## config.mk

```make
export PLATFORM = sky130hd
export DESIGN_NAME = dbg_ctrl
export DESIGN_NICKNAME = d
export VERILOG_FILES = /design/src/rtl/dbg_ctrl.sv
export SDC_FILE = /design/constraint.sdc
export NUM_CORES = 1
export LEC_CHECK = 0
export ABC_AREA = 1
export CAP_MARGIN = 20
export CORE_UTILIZATION = 49
export CTS_CLUSTER_SIZE = 20
export DETAILED_ROUTE_END_ITERATION = 7
export PLACE_DENSITY = 0.93
export SETUP_SLACK_MARGIN = 0.15
export SLEW_MARGIN = 15
export SYNTH_ARGS = -nofsm -noshare
export SYNTH_HDL_FRONTEND = slang
export SYNTH_SLANG_ARGS = --single-unit
```

## constraint.sdc

```tcl
create_clock -name clk -period 10 [get_ports clk]
set_clock_uncertainty 0.1 [all_clocks]
set_input_delay 1 -clock clk [delete_from_list [all_inputs] [get_ports clk]]
set_output_delay 1 -clock clk [all_outputs]
set_load 0.01 [all_outputs]
```

## src/rtl/dbg_ctrl.sv

```systemverilog
// Debug controller: bridges a host command stream onto the lsu memory port and
// the core debug channel, with burst transfers, wait timeouts and reset pulses.
module dbg_ctrl #(
  parameter int DATA_W     = 32,
  parameter int ADDR_W     = 32,
  parameter int REG_AW     = 5,
  parameter int LEN_W      = 4,
  parameter int TIMEOUT    = 1024,
  parameter int RST_CYCLES = 4
) (
  input  logic                clk,
  input  logic                rst_i,
  input  logic                cmd_valid_i,
  output logic                cmd_ready_o,
  input  logic [7:0]          cmd_i,
  input  logic [ADDR_W-1:0]   addr_i,
  input  logic [LEN_W-1:0]    len_i,
  input  logic [DATA_W-1:0]   wdata_i,
  input  logic                wvalid_i,
  output logic                wready_o,
  output logic [DATA_W-1:0]   rdata_o,
  output logic                rvalid_o,
  input  logic                rready_i,
  output logic                done_o,
  output logic [1:0]          status_o,
  output logic                core_rst_req_o,
  output logic                periph_rst_req_o,
  output logic                mem_read_o,
  output logic                mem_write_o,
  output logic [DATA_W/8-1:0] mem_we_o,
  output logic [ADDR_W-1:0]   mem_addr_o,
  output logic [DATA_W-1:0]   mem_wdata_o,
  input  logic [DATA_W-1:0]   mem_rdata_i,
  input  logic                mem_valid_i,
  output logic [7:0]          dbg_cmd_o,
  output logic [REG_AW-1:0]   dbg_addr_o,
  output logic [DATA_W-1:0]   dbg_wdata_o,
  input  logic [DATA_W-1:0]   dbg_rdata_i,
  input  logic                dbg_done_i
);

  localparam int BYTES   = DATA_W / 8;
  localparam int CNT_MAX = (TIMEOUT > RST_CYCLES) ? TIMEOUT : RST_CYCLES;
  localparam int CNT_W   = (CNT_MAX > 1) ? $clog2(CNT_MAX) : 1;
  localparam logic [CNT_W-1:0] TO_LAST  = CNT_W'((TIMEOUT > 0) ? TIMEOUT - 1 : 0);
  localparam logic [CNT_W-1:0] RST_LAST = CNT_W'(RST_CYCLES - 1);

  localparam logic [7:0] CMD_NOP    = 8'h00;
  localparam logic [7:0] CMD_RD     = 8'h01;
  localparam logic [7:0] CMD_WR     = 8'h02;
  localparam logic [7:0] CMD_HALT   = 8'h03;
  localparam logic [7:0] CMD_RESUME = 8'h04;
  localparam logic [7:0] CMD_RST_C  = 8'h05;
  localparam logic [7:0] CMD_RST_P  = 8'h06;
  localparam logic [7:0] CMD_RST_B  = 8'h07;
  localparam logic [7:0] CMD_RRD    = 8'h10;
  localparam logic [7:0] CMD_RWR    = 8'h20;
  localparam logic [7:0] CMD_STAT   = 8'h30;

  localparam logic [1:0] ST_OK  = 2'b00;
  localparam logic [1:0] ST_TO  = 2'b01;
  localparam logic [1:0] ST_ILL = 2'b10;

  typedef enum logic [2:0] {
    S_IDLE  = 3'd0,
    S_WDATA = 3'd1,
    S_MEM   = 3'd2,
    S_RDATA = 3'd3,
    S_DBG   = 3'd4,
    S_RST   = 3'd5,
    S_DONE  = 3'd6
  } state_t;

  state_t             state_r, state_next_s;
  logic [7:0]         cmd_r, cmd_next_s;
  logic [ADDR_W-1:0]  addr_r, addr_next_s;
  logic [LEN_W-1:0]   len_r, len_next_s;
  logic [CNT_W-1:0]   cnt_r, cnt_next_s;
  logic [DATA_W-1:0]  wbuf_r, wbuf_next_s;
  logic               sticky_to_r, sticky_to_next_s;
  logic               sticky_ill_r, sticky_ill_next_s;
  logic [1:0]         status_next_s;
  logic               last_s, to_hit_s;

  logic               cmd_ready_next_s, wready_next_s, rvalid_next_s, done_next_s;
  logic [1:0]         status_o_next_s;
  logic               core_rst_next_s, periph_rst_next_s;
  logic               mem_read_next_s, mem_write_next_s;
  logic [BYTES-1:0]   mem_we_next_s;
  logic [DATA_W-1:0]  rdata_next_s, dbg_wdata_next_s;
  logic [7:0]         dbg_cmd_next_s;
  logic [REG_AW-1:0]  dbg_addr_next_s;

  assign last_s   = (len_r == {LEN_W{1'b0}});
  assign to_hit_s = (TIMEOUT != 0) && (cnt_r == TO_LAST);

  // State, datapath and output registers; reset drops every request at once.
  always_ff @(posedge clk or posedge rst_i) begin
    if (rst_i) begin
      state_r          <= S_IDLE;
      cmd_r            <= 8'h00;
      addr_r           <= {ADDR_W{1'b0}};
      len_r            <= {LEN_W{1'b0}};
      cnt_r            <= {CNT_W{1'b0}};
      wbuf_r           <= {DATA_W{1'b0}};
      sticky_to_r      <= 1'b0;
      sticky_ill_r     <= 1'b0;
      cmd_ready_o      <= 1'b1;
      wready_o         <= 1'b0;
      rvalid_o         <= 1'b0;
      rdata_o          <= {DATA_W{1'b0}};
      done_o           <= 1'b0;
      status_o         <= 2'b00;
      core_rst_req_o   <= 1'b0;
      periph_rst_req_o <= 1'b0;
      mem_read_o       <= 1'b0;
      mem_write_o      <= 1'b0;
      mem_we_o         <= {BYTES{1'b0}};
      mem_addr_o       <= {ADDR_W{1'b0}};
      mem_wdata_o      <= {DATA_W{1'b0}};
      dbg_cmd_o        <= 8'h00;
      dbg_addr_o       <= {REG_AW{1'b0}};
      dbg_wdata_o      <= {DATA_W{1'b0}};
    end else begin
      state_r          <= state_next_s;
      cmd_r            <= cmd_next_s;
      addr_r           <= addr_next_s;
      len_r            <= len_next_s;
      cnt_r            <= cnt_next_s;
      wbuf_r           <= wbuf_next_s;
      sticky_to_r      <= sticky_to_next_s;
      sticky_ill_r     <= sticky_ill_next_s;
      cmd_ready_o      <= cmd_ready_next_s;
      wready_o         <= wready_next_s;
      rvalid_o         <= rvalid_next_s;
      rdata_o          <= rdata_next_s;
      done_o           <= done_next_s;
      status_o         <= status_o_next_s;
      core_rst_req_o   <= core_rst_next_s;
      periph_rst_req_o <= periph_rst_next_s;
      mem_read_o       <= mem_read_next_s;
      mem_write_o      <= mem_write_next_s;
      mem_we_o         <= mem_we_next_s;
      mem_addr_o       <= addr_next_s;
      mem_wdata_o      <= wbuf_next_s;
      dbg_cmd_o        <= dbg_cmd_next_s;
      dbg_addr_o       <= dbg_addr_next_s;
      dbg_wdata_o      <= dbg_wdata_next_s;
    end
  end

  // Next state plus next datapath values; a response arriving with the timeout wins.
  always_comb begin
    state_next_s      = state_r;
    cmd_next_s        = cmd_r;
    addr_next_s       = addr_r;
    len_next_s        = len_r;
    wbuf_next_s       = wbuf_r;
    sticky_to_next_s  = sticky_to_r;
    sticky_ill_next_s = sticky_ill_r;
    status_next_s     = ST_OK;
    case (state_r)
      S_IDLE: begin
        if (cmd_valid_i) begin
          cmd_next_s  = cmd_i;
          addr_next_s = addr_i;
          len_next_s  = len_i;
          case (cmd_i)
            CMD_NOP:                        state_next_s = S_DONE;
            CMD_RD:                         state_next_s = S_MEM;
            CMD_WR, CMD_RWR:                state_next_s = S_WDATA;
            CMD_HALT, CMD_RESUME, CMD_RRD:  state_next_s = S_DBG;
            CMD_RST_C, CMD_RST_P, CMD_RST_B: state_next_s = S_RST;
            CMD_STAT:                       state_next_s = S_RDATA;
            default: begin
              state_next_s      = S_DONE;
              status_next_s     = ST_ILL;
              sticky_ill_next_s = 1'b1;
            end
          endcase
        end else begin
          state_next_s = S_IDLE;
        end
      end
      S_WDATA: begin
        if (wvalid_i) begin
          wbuf_next_s  = wdata_i;
          state_next_s = (cmd_r == CMD_RWR) ? S_DBG : S_MEM;
        end else begin
          state_next_s = S_WDATA;
        end
      end
      S_MEM: begin
        if (mem_valid_i) begin
          if (cmd_r == CMD_RD) begin
            state_next_s = S_RDATA;
          end else if (last_s) begin
            state_next_s = S_DONE;
          end else begin
            state_next_s = S_WDATA;
            addr_next_s  = addr_r + ADDR_W'(BYTES);
            len_next_s   = len_r - LEN_W'(1);
          end
        end else if (to_hit_s) begin
          state_next_s     = S_DONE;
          status_next_s    = ST_TO;
          sticky_to_next_s = 1'b1;
        end else begin
          state_next_s = S_MEM;
        end
      end
      S_RDATA: begin
        if (rready_i) begin
          if (cmd_r == CMD_STAT) begin
            state_next_s      = S_DONE;
            sticky_to_next_s  = 1'b0;
            sticky_ill_next_s = 1'b0;
          end else if ((cmd_r == CMD_RD) && !last_s) begin
            state_next_s = S_MEM;
            addr_next_s  = addr_r + ADDR_W'(BYTES);
            len_next_s   = len_r - LEN_W'(1);
          end else begin
            state_next_s = S_DONE;
          end
        end else begin
          state_next_s = S_RDATA;
        end
      end
      S_DBG: begin
        if (dbg_done_i) begin
          state_next_s = (cmd_r == CMD_RRD) ? S_RDATA : S_DONE;
        end else if (to_hit_s) begin
          state_next_s     = S_DONE;
          status_next_s    = ST_TO;
          sticky_to_next_s = 1'b1;
        end else begin
          state_next_s = S_DBG;
        end
      end
      S_RST: begin
        if (cnt_r == RST_LAST) begin
          state_next_s = S_DONE;
        end else begin
          state_next_s = S_RST;
        end
      end
      S_DONE:  state_next_s = S_IDLE;
      default: state_next_s = S_IDLE;
    endcase
    if (state_next_s != state_r) begin
      cnt_next_s = {CNT_W{1'b0}};
    end else begin
      cnt_next_s = cnt_r + CNT_W'(1);
    end
  end

  // Output decode from the upcoming state so every output leaves a register.
  always_comb begin
    cmd_ready_next_s  = (state_next_s == S_IDLE);
    wready_next_s     = (state_next_s == S_WDATA);
    rvalid_next_s     = (state_next_s == S_RDATA);
    done_next_s       = (state_next_s == S_DONE);
    status_o_next_s   = (state_next_s == S_DONE) ? status_next_s : 2'b00;
    core_rst_next_s   = (state_next_s == S_RST) && ((cmd_next_s == CMD_RST_C) || (cmd_next_s == CMD_RST_B));
    periph_rst_next_s = (state_next_s == S_RST) && ((cmd_next_s == CMD_RST_P) || (cmd_next_s == CMD_RST_B));
    mem_read_next_s   = (state_next_s == S_MEM) && (cmd_next_s == CMD_RD);
    mem_write_next_s  = (state_next_s == S_MEM) && (cmd_next_s == CMD_WR);
    mem_we_next_s     = mem_write_next_s ? {BYTES{1'b1}} : {BYTES{1'b0}};
    dbg_cmd_next_s    = 8'h00;
    dbg_addr_next_s   = {REG_AW{1'b0}};
    dbg_wdata_next_s  = {DATA_W{1'b0}};
    rdata_next_s      = rdata_o;
    if (state_next_s == S_DBG) begin
      dbg_addr_next_s = addr_next_s[REG_AW-1:0];
      case (cmd_next_s)
        CMD_HALT:   dbg_cmd_next_s = 8'h01;
        CMD_RESUME: dbg_cmd_next_s = 8'h02;
        CMD_RRD:    dbg_cmd_next_s = 8'h03;
        CMD_RWR: begin
          dbg_cmd_next_s   = 8'h04;
          dbg_wdata_next_s = wbuf_next_s;
        end
        default:    dbg_cmd_next_s = 8'h00;
      endcase
    end else begin
      dbg_cmd_next_s = 8'h00;
    end
    // Read data is latched only on entry to RDATA so it stays stable during host stalls.
    if ((state_next_s == S_RDATA) && (state_r != S_RDATA)) begin
      case (state_r)
        S_MEM:   rdata_next_s = mem_rdata_i;
        S_DBG:   rdata_next_s = dbg_rdata_i;
        default: rdata_next_s = {{(DATA_W-2){1'b0}}, sticky_ill_r, sticky_to_r};
      endcase
    end else begin
      rdata_next_s = rdata_o;
    end
  end

endmodule

```

# Word-level counts from Yosys, hierarchy flattened
# Index checks and enable logic that the tools add are counted.
[totals]
word_cells = 158
inputBits = 147
register_bits = 182
[classes]
n_eq_ne = 49
mux = 60
add_sub_neg = 3
n_reduce_logical = 23
[op_table]
columns = ["cell", "count"]
rows = [
  ["32-bit two-way mux", 11],
  ["32-bit case mux with 3 select lines", 1],
  ["8-bit by 3-bit equality test with 1-bit output, second input constant", 8],
  ["32-bit case mux with 2 select lines", 1],
  ["8-bit by 6-bit equality test with 1-bit output, second input constant", 5],
  ["3-bit two-way mux", 12],
  ["32-bit by 3-bit adder with 32-bit output, second input constant", 1],
  ["8-bit by 2-bit equality test with 1-bit output, second input constant", 4],
  ["4-bit two-way mux", 8],
  ["8-bit by 1-bit equality test with 1-bit output, second input constant", 3],
  ["8-bit by 5-bit equality test with 1-bit output, second input constant", 3],
  ["8-bit two-way mux", 3],
  ["2-bit inequality test, second input constant", 11],
  ["3-bit case mux with 6 select lines", 1],
  ["3-bit equality test, second input constant", 5],
  ["3-bit case mux with 5 select lines", 1],
  ["3-bit by 2-bit equality test with 1-bit output, second input constant", 4],
  ["2-bit two-way mux", 6],
  ["3-bit case mux with 4 select lines", 1],
  ["4-bit case mux with 3 select lines", 1],
  ["11-bit OR reduction", 1],
  ["10-bit by 1-bit adder with 10-bit output, second input constant", 1],
  ["10-bit equality test, second input constant", 1],
  ["10-bit by 2-bit equality test with 1-bit output, second input constant", 1],
  ["22 further kinds", 41],
]

# Longest topological paths before layout
# Gate-level depths: netlist (run 1).
[logic_depth]
ltp_word = 10
mapped_depth = 14
depth_no_buf = 13

# Least setup slack after synthesis (run 1)
# OpenSTA, ideal clock, no wires.
[synth_path]
kind = "input port to flip-flop"
from = "input cmd_i[6]"
to = "register dbg_wdata_o[10]"
t_arrival_ps = 2358
path_stages = 10
path_slack_ps = 7469
n_path_buf = 1
required_ps = 9827
cell_sequence = "nor2_1 -> nand2_1 -> nor2_1 -> inv_1 -> nand4_2 -> nand3_2 -> nor2_1 -> nand3_2 -> buf_6 -> a21oi_2"
[synth_between]
elab_chain_cells = 7
word_cells_on_any_way = 22
cone_classes = "eq/ne: 12; mux: 7; reduce/logical: 3"
[synth_lines]
columns = ["item", "line", "rtl"]
rows = [
  ["start, declared", "15", "input logic [7:0] cmd_i,"],
  ["8-bit by 3-bit equality test with 1-bit output, or another cell as far along", "168", "case (cmd_i)"],
  ["3-bit OR reduction or 2-bit OR reduction (tied branches)", "--", ""],
  ["3-bit case mux with 5 select lines *", "168", ""],
  ["3-bit two-way mux *", "164", "if (cmd_valid_i) begin"],
  ["3-bit case mux with 6 select lines *", "162", "case (state_r)"],
  ["named net state_next_s[1]", "74", "state_t state_r, state_next_s;"],
  ["3-bit equality test *", "273", "if (state_next_s == S_DBG) begin"],
  ["32-bit two-way mux *", "273", ""],
  ["named net dbg_wdata_next_s[10]", "90", "logic [DATA_W-1:0] rdata_next_s, dbg_wdata_next_s;"],
  ["end signal, assigned", "123", "dbg_wdata_o <= {DATA_W{1'b0}};"],
  ["end signal, assigned", "148", "dbg_wdata_o <= dbg_wdata_next_s;"],
  ["end, declared", "37", "output logic [DATA_W-1:0] dbg_wdata_o,"],
]
# Mark *: on every way through the listed nets, which the timed path passes. The rest lies on a longest branch.
# A chain may end at the register's enable or synchronous reset.

# Worst setup path in the final report (run 1)
[layout_path]
from = "input cmd_valid_i"
to = "register dbg_wdata_o[6]"
[layout_between]
elab_chain_cells = 5
word_cells_on_any_way = 8
cone_classes = "eq/ne: 2; mux: 6"
[layout_lines]
columns = ["item", "line", "rtl"]
rows = [
  ["start, declared", "13", "input logic cmd_valid_i,"],
  ["8-bit two-way mux", "164", ""],
  ["8-bit two-way mux", "162", ""],
  ["8-bit by 6-bit equality test with 1-bit output", "275", "case (cmd_next_s)"],
  ["32-bit two-way mux", "275", ""],
  ["32-bit two-way mux *", "273", ""],
  ["named net dbg_wdata_next_s[6]", "90", ""],
]
# Marks and branches as above.

==> metrics.cfg, run 1 <==
[synthesis]
ys_ff_latch = 173
synthAdderAreaFrac = 0.00434
synthXorXnorAreaFrac = 0.0142
synth_top_cell_by_area = dfrtp_1
synth_area_leaders = dfrtp_1 (50%), nand2_1 (12%), inv_1 (6.3%)
synth_ff_type = dfrtp_1
avgSynthCellArea_um2 = 8.10
synth_compound_area_frac = 0.132
synth_edf_count = 0
async_flop_share = 1.00
syn-cell-area_um2 = 8650
synth_top_area_share = 0.498
ys_warn_count = 0
synth_top_family_by_area = simple AND/OR/NAND/NOR gates
ys_top_cells_by_count = nand2_1 (279), dfrtp_1 (172), inv_1 (144)
synth.distinct_cells = 47
netlist_instances = 1068
yosys.area_share.simple = 0.255
muxShareOfSynthArea = 0
yosysSeqAreaShare = 0.501
yosysMostFrequentCell = nand2_1

[clocking]
worstSkewPairLatency_ps = 430
cts_buffers = 17
tritoncts = built
h-tree-depth = 4
clkSinkCount = 173
clk_path_buf_depth = 2
post_cts_buffers = 0
cts_hold_buf = 0
clk_pin_slew_ps = 70
root_buffer = clkbuf_16
cts-resized-gates = 0

[detailed_routing]
vias = 8510
antenna_left = 0
drc = 0
drt_iter0_drc = 612
wirelength_um = 25900
viasPerCell = 5.36
wl_per_cell_um = 16.3
dr.pass1.iters = 5

[timing]
setup_viol = 0
setup_tns_ps = 0
final-hold-violation-count = 0
slew_violations = 0
setup_ws_ps = 5620
finalCritPeriodShare = 0.438
worstMarginPinSlew_ps = 986
rsz0062_at_grt = no
fin_crit_ps = 4380
slew_headroom = 0.341
clock.fmax_mhz = 228

[status]
status = complete, no violations

[global_route]
grt_max_degree = 116
grt_first_pass_wirelength_um = 40500
grt_overflow = 0
grt_use_total = 0.286
antenna_found_initial = 3
grt_pass1_vias = 8216

[hold_path]
hold_depth = 2
worstHoldPathType = reg -> reg

[floorplanning]
die_height_um = 135
die_area_um2 = 18200
placementRows = 48
start_util = 0.502
coreArea_um2 = 17200
die_x_um = 135
io_pins = 302

[job]
maxCapViolCount = 0

[layout]
final_cell_area_um2 = 12300
nFillCells = 1267
ff_latch_area_um2 = 4330
final_layout_size_suffix_gt1_frac = 0.0624
multi_input_area_um2 = 3540
finalNetCount = 1499
area_growth_pct = 42.6

[worst_setup_path]
r2r_cells = 9
crit_arrival_ps = 4600
critPathRequiredTime_ps = 10220
crit_path_max_fanout = 39
worst_setup_path_start_kind = input pin
crit_type = in -> reg
crit_path_end_kind = flop

[power]
totalPowerFinal_w = 0.00313
vdd_ir_drop_max_uv = 151
powerDensity_nw_per_um2 = 254
leakage_nw = 5.59

[placed_design]
dpl_cell_area_um2 = 11700
hpwl_um = 18800
dp_slack_ps = 5200
portBuffers = 296
gp_congestion = 0.932

[flip-flops by register name (all words and copies together), names as in the netlist, 2 cells and up]
name / count
state_r: 3
wbuf_r: 32
dbg_addr_o: 5
status_o: 2
cmd_r: 8
dbg_wdata_o: 32
rdata_o: 32
cnt_r: 10
dbg_cmd_o: 3
len_r: 4
addr_r: 32
[cell families after synthesis]
kind of cell | count (synthesis)
simple gates | 508
buf+inv | 192
compound gates | 177
flops | 173
xor+xnor | 14
fa+ha+maj | 3
other cells | 1
[layout make-up]
class | instances | share of cell area
Clock buffer | 17 | 0.0345
Timing Repair Buffer | 301 | 0.245
Tap cell | 225 | 0.0228
Sequential cell | 173 | 0.351
Clock inverter | 15 | 0.0137
Antenna cell | 2 | 0.000406
Inverter | 149 | 0.0457
Multi-Input combinational cell | 707 | 0.287
[through the flow]
| step | hold slack [ps] | utilization | std cells |
|---|---|---|---|
| 3_3_place_gp | 363 | 0.679 | 1554 |
| 3_5_place_dp | 372 | 0.679 | 1554 |
| 5_1_grt | 409 | 0.716 | 1589 |
| 6_report | 391 | 0.716 | 1589 |
| 4_1_cts | 390 | 0.714 | 1586 |
| 2_1_floorplan | 344 | - | 1072 |
[where the power goes]
part           switching [W]  internal [W]
logic               0.000788      0.000596
registers           0.000186      0.000905
clock network       0.000319      0.000337
[layout by cell type (no fill, tap or decap), types with 6 or more instances in the layout]
cell	count
nor2_2	6
o21ai_1	17
nor2_1	93
nor3_1	25
nand2_1	279
nand3_1	55
clkdlybuf4s50_1	296
a21oi_2	14
nand4_1	21
nand3_2	7
inv_8	6
clkbuf_16	17
xor2_1	9
a22o_1	30
a21oi_1	16
o211ai_1	12
o21ai_0	69
dfrtp_1	172
inv_1	143
[worst paths after layout]
| check | start | slack [ps] | to |
|---|---|---|---|
| min reg2reg | rdata_o[5] | 390 | rdata_o[5] |
| min in group asynchronous | rst_i | 830 | rdata_o[31] |
| max in group asynchronous | rst_i | 7870 | wbuf_r[14] |
| max reg2reg | state_r[1] | 6040 | dbg_wdata_o[6] |
| min | rdata_o[5] | 390 | rdata_o[5] |
| max | cmd_valid_i | 5620 | dbg_wdata_o[6] |
[critical path: stages]
cell             delay [ps]
clkdlybuf4s50_1         550
inv_1                   100
nor2_4                  730
inv_2                   260
o21ai_1                 330
nand2_1                 170
nor3_2                  240
nand3_2                 730
a21oi_1                 450
[layer usage]
metal | part of all wire | up-vias | global-route usage
li1 | - | 4026 | -
met3 | 0.075 | 55 | 0.0582
met4 | 0.028 | 2 | 0.127
met5 | 0.00054 | - | 0
met2 | 0.51 | 409 | 0.502
met1 | 0.38 | 4018 | 0.337
No activity file was read; power rests on OpenSTA's default activity.
==> run 2, diff against run 1 <==
- CORE_UTILIZATION: 49 -> 41
- PLACE_DENSITY: 0.93 -> 0.84
- clock period: 10 -> 3.8 ns (I/O delays scaled with it)
==> metrics.cfg, run 2 (same netlist as run 1, synthesis figures left out) <==
[timing]
final-hold-violation-count = 0
setup_tns_ps = 0
fin_crit_ps = 2960
slew_headroom = 0.522
rsz0062_at_grt = no
clock.fmax_mhz = 338
finalCritPeriodShare = 0.778
slew_violations = 0
setup_ws_ps = 842
setup_viol = 0
worstMarginPinSlew_ps = 715

[clocking]
cts_hold_buf = 0
tritoncts = built
clk_path_buf_depth = 2
root_buffer = clkbuf_16
clkSinkCount = 173
post_cts_buffers = 0
clk_pin_slew_ps = 70
cts-resized-gates = 0
h-tree-depth = 4
worstSkewPairLatency_ps = 420
cts_buffers = 17

[worst_setup_path]
worst_setup_path_start_kind = flop
rr_startpoint = state_r[0]
startpoint = state_r[0]
critPathRequiredTime_ps = 4020
crit_arrival_ps = 3180
r2r-end = rdata_o[11]
crit_type = reg -> reg
r2r_cells = 9
crit_path_max_fanout = 64
crit_path_end_kind = flop
rrSetupSlack_ps = 840

[global_route]
antenna_found_initial = 1
grt_first_pass_wirelength_um = 39500
grt_use_total = 0.230
grt_pass1_vias = 7862
grt_max_degree = 94
grt_overflow = 0

[floorplanning]
die_area_um2 = 21700
io_pins = 302
coreArea_um2 = 20400
placementRows = 52
die_height_um = 147
start_util = 0.423
die_x_um = 147

[detailed_routing]
drc = 0
viasPerCell = 5.09
wl_met1_um = 10400
wirelength_um = 24900
topRoutingLayerUsed = met4
vias = 8331
drt_iter0_drc = 534
antenna_left = 0
dr.pass1.iters = 5
wl_per_cell_um = 15.2
wl_met2_um = 12300
met3WireLength_um = 1490

[power]
combPwrFrac = 0.440
pwr-share-seq = 0.346
powerDensity_nw_per_um2 = 659
p_int_w = 0.00490
clockPowerShare = 0.214
vdd_ir_drop_max_uv = 339
p_sw_w = 0.00329
switching_share = 0.401
leakage_nw = 5.60
totalPowerFinal_w = 0.00819

[layout]
final_layout_size_suffix_gt1_frac = 0.0652
mostFrequentLayoutCells = clkdlybuf4s50_1 (296), nand2_1 (279), dfrtp_1 (172), inv_1 (143), nor2_1 (93)
area_growth_pct = 43.6
nFillCells = 1756
finalNetCount = 1503
final_common_cell = clkdlybuf4s50_1

[placed_design]
dp_slack_ps = 849
portBuffers = 296
hpwl_um = 18300
gp_congestion = 0.932

[job]
maxCapViolCount = 0

[status]
status = complete, no violations

[hold_path]
whs_endpoint = cnt_r[0]
hold_depth = 1
worstHoldPathType = reg -> reg
min-delay-start = cnt_r[0]

## run 2: power by group through the flow
| stage | Sequential, W | Clock (W) | Combinational (W) |
|---|---|---|---|
| 5_1_grt | 0.00291 | 0.00187 | 0.00396 |
| 2_1_floorplan | 0.00297 | 0 | 0.00184 |
| 6_report | 0.00284 | 0.00175 | 0.00360 |
| 3_3_place_gp | 0.00284 | 0 | 0.00348 |
| 4_1_cts | 0.00283 | 0.00179 | 0.00360 |
| 3_5_place_dp | 0.00285 | 0 | 0.00358 |
## run 2: per-layer routing
layer / GRT usage / up-vias
met3: 0.0401 / 54
li1: - / 4025
met4: 0.0938 / 0
met2: 0.393 / 355
met5: 0 / -
met1: 0.288 / 3897
## run 2: worst max-delay path by stage
stage,end,slack [ps],cells after the start
after floorplan,addr_r[0],1110,1
after global placement,rdata_o[26],1020,9
after global routing,rdata_o[11],530,9
final,rdata_o[11],840,9
after detailed placement,rdata_o[11],850,9
after CTS,rdata_o[11],840,9
## run 2: critical path, stage by stage (launching register included)
cell	delay (ps)
dfrtp_1	500
inv_1	170
nand3_2	160
inv_2	490
nand2_1	220
nand2_1	100
nor2_1	60
nand3_2	150
nand3_4	480
o21ai_0	410
## run 2: cell type report
cell class | count | area (um^2) | share of cell area
Antenna cell | 1 | 2.50 | 0.000202
Clock buffer | 18 | 439 | 0.0354
Clock inverter | 14 | 150 | 0.0121
Inverter | 149 | 563 | 0.0453
Multi-Input combinational cell | 707 | 3540 | 0.285
Sequential cell | 173 | 4330 | 0.349
Tap cell | 270 | 338 | 0.0272
Timing Repair Buffer | 305 | 3060 | 0.246
## run 2: metrics by stage
step	cell area (um^2)	std cells	hold slack, ps	util
finish	12400	1637	370	0.608
global route	12400	1637	405	0.608
CTS	12400	1636	377	0.608
detailed placement	11800	1604	366	0.579
global placement	11800	1604	360	0.579
floorplan	8670	1072	344	-
==> run 3, diff against run 2 <==
- CORE_UTILIZATION: 41 -> 46
- PLACE_DENSITY: 0.84 -> 0.88
- clock period: 3.8 -> 3.1 ns (I/O delays scaled with it)
==> metrics.cfg, run 3 (same netlist as run 1, synthesis figures left out) <==
[floorplanning]
die_height_um = 139
coreArea_um2 = 18200
start_util = 0.475
die_x_um = 139
die_area_um2 = 19400
io_pins = 302
placementRows = 49

[worst_setup_path]
crit_arrival_ps = 2860
crit_path_max_fanout = 64
rrSetupSlack_ps = 460
r2r_cells = 6
crit_path_end_kind = flop
rr_startpoint = state_r[1]
startpoint = state_r[1]
critPathRequiredTime_ps = 3320
r2r-end = rdata_o[10]
crit_type = reg -> reg
worst_setup_path_start_kind = flop

[power]
vdd_ir_drop_max_uv = 443
combPwrFrac = 0.438
p_int_w = 0.00603
powerDensity_nw_per_um2 = 817
clockPowerShare = 0.217
pwr-share-seq = 0.346
switching_share = 0.406
leakage_nw = 5.64
p_sw_w = 0.00413

[clocking]
cts_hold_buf = 0
worstSkewPairLatency_ps = 430
h-tree-depth = 4
root_buffer = clkbuf_16
clk_path_buf_depth = 2
cts-resized-gates = 0
tritoncts = built
clk_pin_slew_ps = 80
clkSinkCount = 173
cts_buffers = 17
post_cts_buffers = 0

[global_route]
grt_max_degree = 81
grt_pass1_vias = 8323
grt_first_pass_wirelength_um = 42000
grt_overflow = 0
antenna_found_initial = 2
grt_use_total = 0.273

[timing]
final-hold-violation-count = 0
setup_ws_ps = 462
slew_headroom = 0.594
clock.fmax_mhz = 379
fin_crit_ps = 2640
slew_violations = 0
setup_viol = 0
finalCritPeriodShare = 0.851
rsz0062_at_grt = no
worstMarginPinSlew_ps = 609
setup_tns_ps = 0

[placed_design]
portBuffers = 296
gp_congestion = 0.944
hpwl_um = 18700
dp_slack_ps = 300

[hold_path]
worstHoldPathType = in -> async

[layout]
final_layout_size_suffix_gt1_frac = 0.0665
mostFrequentLayoutCells = clkdlybuf4s50_1 (296), nand2_1 (279), dfrtp_1 (172), inv_1 (143), nor2_1 (93)
area_growth_pct = 43.7
multi_input_area_um2 = 3540
final_common_cell = clkdlybuf4s50_1
ff_latch_area_um2 = 4330
nFillCells = 1445
finalNetCount = 1505

[detailed_routing]
drt_iter0_drc = 633
viasPerCell = 5.31
wirelength_um = 25500
drc = 25
dr.pass1.iters = 8
wl_per_cell_um = 15.9
antenna_left = 0
vias = 8479

[status]
status = complete, but fails checks
violations = design-rule violations

[job]
maxCapViolCount = 0

-- run 3: changes by cell type in the layout (fill, tap and decap cells not counted), sizes merged --
cell      delta
buf          +2
clkinv       +2
clkinvlp     -2
inv          +1
clkbuf       -1
-- run 3: per-stage QoR --
step,hold WS [ps],total power (W),std cells,cell area (um^2),utilization
6_report,180,0.0102,1598,12400,0.682
5_1_grt,214,0.0108,1598,12400,0.682
4_1_cts,179,0.0102,1597,12400,0.682
3_5_place_dp,372,0.00795,1565,11800,0.648
3_3_place_gp,359,0.00775,1565,11800,0.648
2_1_floorplan,322,0.00590,1072,8670,-
-- run 3: worst max-delay path by stage --
stage,cells past startpoint,end
2_1_floorplan,1,addr_r[0]
3_3_place_gp,9,rdata_o[25]
3_5_place_dp,10,rdata_o[15]
4_1_cts,6,rdata_o[10]
6_report,6,rdata_o[10]
5_1_grt,8,rdata_o[31]
-- run 3: area by class of cell --
type / count / share of cell area
inverter: 149 / 0.0453
clock inverter: 15 / 0.0157
multi-input combinational: 707 / 0.285
timing repair buffer: 307 / 0.248
clock buffer: 17 / 0.0342
tap: 229 / 0.0231
antenna: 1 / 0.000201
sequential: 173 / 0.349
-- run 3: worst max-delay path, stage by stage, from the launching register on --
cell	delay (ps)
dfrtp_1	520
nor3_4	280
buf_4	390
nand2_1	140
nand3_2	190
nand3_4	480
o21ai_0	390
-- run 3: power groups by stage --
stage	Combinational (W)	Sequential (W)	Clock (W)
CTS	0.00446	0.00350	0.00224
floorplan	0.00226	0.00364	0
global route	0.00490	0.00360	0.00233
global placement	0.00426	0.00350	0
finish	0.00444	0.00351	0.00220
detailed placement	0.00442	0.00353	0
-- run 3: metal layers --
metal	track usage	up-vias	share of wire	wire, um
met5	0	-	0	0
met4	0.109	0	0.028	702
met3	0.0642	52	0.077	1950
met2	0.476	392	0.50	12800
met1	0.327	4008	0.39	10000
li1	-	4027	-	-
